$ cat config.mk
export PLATFORM = sky130hd
export DESIGN_NAME = sprite_addr_cal
export DESIGN_NICKNAME = d
export VERILOG_FILES = /design/src/rtl/sprite_pkg.sv /design/src/rtl/sprite_addr_cal.sv
export SDC_FILE = /design/constraint.sdc
export NUM_CORES = 1
export LEC_CHECK = 0
export ABC_AREA = 1
export ABC_CLOCK_PERIOD_IN_PS = 800
export BUFFER_PORTS_ARGS = -buffer_cell sky130_fd_sc_hd__buf_2
export CAP_MARGIN = 20
export CELL_PAD_IN_SITES_DETAIL_PLACEMENT = 1
export CELL_PAD_IN_SITES_GLOBAL_PLACEMENT = 2
export CORE_ASPECT_RATIO = 1.5
export CORE_MARGIN = 2
export CORE_UTILIZATION = 32
export CTS_CLUSTER_DIAMETER = 80
export CTS_CLUSTER_SIZE = 16
export DETAILED_ROUTE_END_ITERATION = 6
export GPL_TIMING_DRIVEN = 0
export PLACE_DENSITY_LB_ADDON = 0.1
export SLEW_MARGIN = 20
export SYNTH_ARGS = -nofsm -noshare
export SYNTH_HDL_FRONTEND = slang
export SYNTH_SLANG_ARGS = --single-unit
$ cat constraint.sdc
create_clock -name clk -period 0.8 [get_ports clk]
set_input_delay 0.04 -clock clk [delete_from_list [all_inputs] [get_ports clk]]
set_output_delay 0.04 -clock clk [all_outputs]
set_load 0.02 [all_outputs]
$ cat src/rtl/sprite_pkg.sv
`default_nettype none
// ============================================================================
//  Module   : sprite_pkg
//  Purpose  : Shared descriptor layouts and field widths for the sprite
//             display path (address calculators and the display block).
//  Revision : 1.0 - initial release
// ============================================================================
package sprite_pkg;

  localparam int ADDR_W  = 16;
  localparam int COORD_W = 10;

  // Pattern descriptor, MSB first: base, width, height, stride, reserved
  typedef struct packed {
    logic [ADDR_W-1:0] base_addr;
    logic [15:0]       width;
    logic [15:0]       height;
    logic [15:0]       row_stride;
    logic [15:0]       reserved;
  } pattern_info_t;

  // Sprite placement, MSB first: visible, flip, x, y, reserved
  typedef struct packed {
    logic               visible;
    logic               flip;
    logic [COORD_W-1:0] x;
    logic [COORD_W-1:0] y;
    logic [9:0]         reserved;
  } sprite_info_t;

endpackage : sprite_pkg
`default_nettype wire

$ cat src/rtl/sprite_addr_cal.sv
`default_nettype none
// ============================================================================
//  Module   : sprite_addr_cal
//  Purpose  : Per-sprite inside test and texel address generation. One
//             registered stage: outputs reflect inputs sampled at the
//             previous rising clock edge.
//  Revision : 1.0 - initial release
// ============================================================================
module sprite_addr_cal
  import sprite_pkg::*;
(
  input  logic        clk,
  input  logic        reset,
  input  logic [79:0] pattern_info,
  input  logic [31:0] sprite_info,
  input  logic [9:0]  hcount,
  input  logic [9:0]  vcount,
  output logic [15:0] addr_output,
  output logic        valid
);

  pattern_info_t      pat_w;
  sprite_info_t       spr_w;
  logic [16:0]        x_end_w;
  logic [16:0]        y_end_w;
  logic               inside_w;
  logic [COORD_W-1:0] col_w;
  logic [COORD_W-1:0] row_w;
  logic [15:0]        col_eff_w;
  logic [31:0]        prod_w;
  logic [31:0]        sum_w;
  logic [ADDR_W-1:0]  addr_d;
  logic               valid_d;
  logic [ADDR_W-1:0]  addr_q;
  logic               valid_q;
  logic               unused_bits_w;

  // Inside test and texel address, fully combinational from the inputs
  always_comb begin
    pat_w     = pattern_info_t'(pattern_info);
    spr_w     = sprite_info_t'(sprite_info);

    // 17-bit ends so a sprite running past column/row 1023 does not wrap
    x_end_w   = {7'd0, spr_w.x} + {1'b0, pat_w.width};
    y_end_w   = {7'd0, spr_w.y} + {1'b0, pat_w.height};

    // Zero width/height yields an empty range, so never inside
    inside_w  = spr_w.visible &&
                (hcount >= spr_w.x) && ({7'd0, hcount} < x_end_w) &&
                (vcount >= spr_w.y) && ({7'd0, vcount} < y_end_w);

    col_w     = hcount - spr_w.x;
    row_w     = vcount - spr_w.y;

    col_eff_w = spr_w.flip ? (pat_w.width - 16'd1 - {6'd0, col_w})
                           : {6'd0, col_w};

    // Wide arithmetic, truncated afterwards: address wraps modulo 2^16
    prod_w    = {22'd0, row_w} * {16'd0, pat_w.row_stride};
    sum_w     = {16'd0, pat_w.base_addr} + prod_w + {16'd0, col_eff_w};

    valid_d   = inside_w;
    addr_d    = inside_w ? sum_w[ADDR_W-1:0] : '0;
  end

  // Bits intentionally dropped: reserved fields and the high address bits
  assign unused_bits_w = ^{pat_w.reserved, spr_w.reserved, sum_w[31:ADDR_W]};

  // Output registers; reset clears them immediately, independent of clk
  always_ff @(posedge clk or posedge reset) begin
    if (reset) begin
      addr_q  <= '0;
      valid_q <= 1'b0;
    end else begin
      addr_q  <= addr_d;
      valid_q <= valid_d;
    end
  end

  assign addr_output = addr_q;
  assign valid       = valid_q;

endmodule : sprite_addr_cal
`default_nettype wire

==> metrics.md <==
| Metric | Value |
|---|---|
| Final ANT Viol Nets | 0 |
| CTS Buf Count | 3 |
| Final WL | 25,700 µm |
| Final WS setup | -5290 ps |
| Fillers | 3,074 |
| Area Overhead vs Synth | 33.9% |
| I/O Buffers | 122 |
| #FFs+latches synth | 17 |
| RSZ-0062 raised after global routing | yes |
| Io pins | 151 |
| Mapped cell area | 0.00795 mm² |
| Die H | 197 µm |
| WHS | -106 ps |
| Vias per cell | 4.67 |
| Syn_nets | 1,476 |
| Die footprint | 0.0261 mm² |
| Syn Area/Cell | 6.96 µm² |
| Antenna violations before repair | 0 |
| Highest Clock Rate | 0.164 GHz |
| Crit. End Element | flip-flop |
| DRC | 0 |
| Type of the worst setup path | input pin to flip-flop |
| Crit-path max FO | 5 |
| Initial drt markers | 187 |
| Max stage delay on crit path | 560 ps |
| Max Cap Viol | 0 |
| Pre-Repair DR Iteration Count | 4 |
| Outcome | finished, violations left |
| Leakage | 5.67 nW |
| Slew of the pin with the lowest slew margin | 733 ps |
| Synthesis warning total | 0 |
| CTS root buffer | clkbuf_16 |
| Placed cell count | 1,588 |
| Synth Instances | 1,142 |
| Pins Over Slew Limit | 0 |
| Synth Flop Type | dfrtp_1 |
| CP delay by family, top | adder cells |
| Hold Crit Class | input pin to asynchronous set/reset pin |
| Non-Filler Instances | 1,660 |
| RD Place Congestion | 0.823 |
| Total grt overflow | 0 |
| Ant diodes | 0 |
| Unique masters post-synth | 46 |
| Worst Path Buf+Inv | 4 |
| Endpoints failing hold | 17 |
| Vias in the first global route | 8,589 |
| DR WL/cell | 15.5 µm |
| Largest net degree at the start of global routing | 18 |
| Startpoint Class | input pin |
| Clock Pin Slew Worst Setup and Hold Paths | 60 ps |
| Commonest cells after routing, fill and taps aside | 247 x inv_1, 218 x nand2_1, 100 x buf_2 |
| Die X | 133 µm |
| Clock tree buffer depth | 2 |
| NumNets Final | 1,671 |
| VDD IR-drop max | 5780 µV |
| Sequential fraction of the synthesis area | 5.35% |
| Area of the core | 0.0244 mm² |
| Number of H-tree levels | 1 |
| Final min period | 6090 ps |
| Relative slew slack | 51.0% |
| TritonCTS clock tree | done |
| Final setup violation count | 31 |
| Vias | 7,758 |
| CP max stage cell | fa_1 |
| Pwr/cell area | 5060 mW/mm² |
| Rows | 70 |
| Initial core utilization | 32.5% |
| Ratio of cells with drive above 1 in the final layout | 31.1% |
| Gr usage total | 20.3% |
| Most common cell after layout, fill and taps aside | inv_1 |
| Fin crit share | 761% |
| Asr flop ratio synth | 100% |
| Total power | 0.0539 W |
| Critical Path RT | 970 ps |
| Failing checks | negative hold slack, negative setup slack |
| Post-DP HPWL | 21,800 µm |
| Final Util | 43.6% |
| Sink Count | 17 |
| Number of flops mapped to enable cells by yosys | 0 |
| CP arrival | 6260 ps |
| Worst slack at placement | -6160 ps |
| First-pass GRT wire length | 42,100 µm |
==> cell families after synthesis <==
| logic type | share of synthesized area (%) |
|---|---|
| and+or+nand+nor | 25.7 |
| buffers and inverters | 14.2 |
| adders and majority gates | 41.3 |
| AOI/OAI and AO/OA | 8.75 |
| xor gates and xnor gates | 4.63 |
| DFF | 5.35 |
| muxes | 0.126 |
==> Yosys cell counts (4+ instances only) <==
cell type  number  area (µm²)
nor2_2         10        62.6
a21oi_1        62         310
nor3_1          8        40.0
clkbuf_1        6        22.5
nand4_1        13        81.3
nor2_1         97         364
a21oi_2         5        43.8
inv_1         280        1050
o21bai_1        6        45.0
xor2_1         21         184
o21ai_1         4        20.0
inv_2           6        22.5
dfrtp_1        17         425
xnor2_1        21         184
nand3_1        64         320
fa_1          104        2080
o21ai_0        19        95.1
nand3_2         8        80.1
nand2_2        16         100
ha_1           96        1200
nand2_1       243         912
==> power by group <==
group	switching (W)	leakage (nW)	internal (W)	total [W]
clock network	0.000416	0.0371	0.000678	0.00109
registers	0.0000957	0.235	0.00107	0.00117
logic	0.0273	5.40	0.0242	0.0516
==> worst max-delay path by stage <==
stage                     slack, ps            start               to  cells past startpoint
after floorplan               -4950        hcount[0]  addr_output[15]                     36
after global placement        -6080  sprite_info[24]  addr_output[15]                     42
after detailed placement      -6160        hcount[0]  addr_output[15]                     39
after CTS                     -5230  sprite_info[21]  addr_output[15]                     41
after global routing          -5570  sprite_info[24]  addr_output[15]                     42
final                         -5290        hcount[2]  addr_output[15]                     37
==> cell type report <==
class	count	area (µm²)	area share, %
multi-input combinational	830	7200	67.7
timing repair buffer	190	1370	12.9
inverter	286	1090	10.3
sequential	17	425	4.00
tap	324	405	3.81
clock buffer	3	75.1	0.705
buffer	9	62.6	0.588
clock inverter	1	7.51	0.0705
==> registers in the layout (all words and copies together), names as in the netlist <==
| signal | flops |
|---|---|
| addr_output | 16 |
| valid | 1 |
==> through the flow <==
step / area [µm²] / TNS [ps]
6_report: 10600 / -66200
3_5_place_dp: 9210 / -72680
4_1_cts: 10200 / -64840
3_3_place_gp: 9210 / -71970
2_1_floorplan: 8200 / -60900
5_1_grt: 10600 / -69920
==> per-layer routing <==
metal / vias to the layer above / part of all wire, % / GRT usage, %
met1: 3716 / 39 / 22.1
met4: 0 / 3.9 / 8.08
li1: 3884 / - / -
met3: 41 / 2.5 / 1.67
met5: - / 0 / 0
met2: 117 / 55 / 39.8
==> timing repair <==
action                                  in CTS  in global routing
gates resized for setup                    159                 65
hold endpoints to repair                    17                 17
endpoints found under the setup margin      34                 34
setup buffers                               69                 20
pin swaps                                   88                 58
Note: power is estimated with default switching activity, not from simulation.
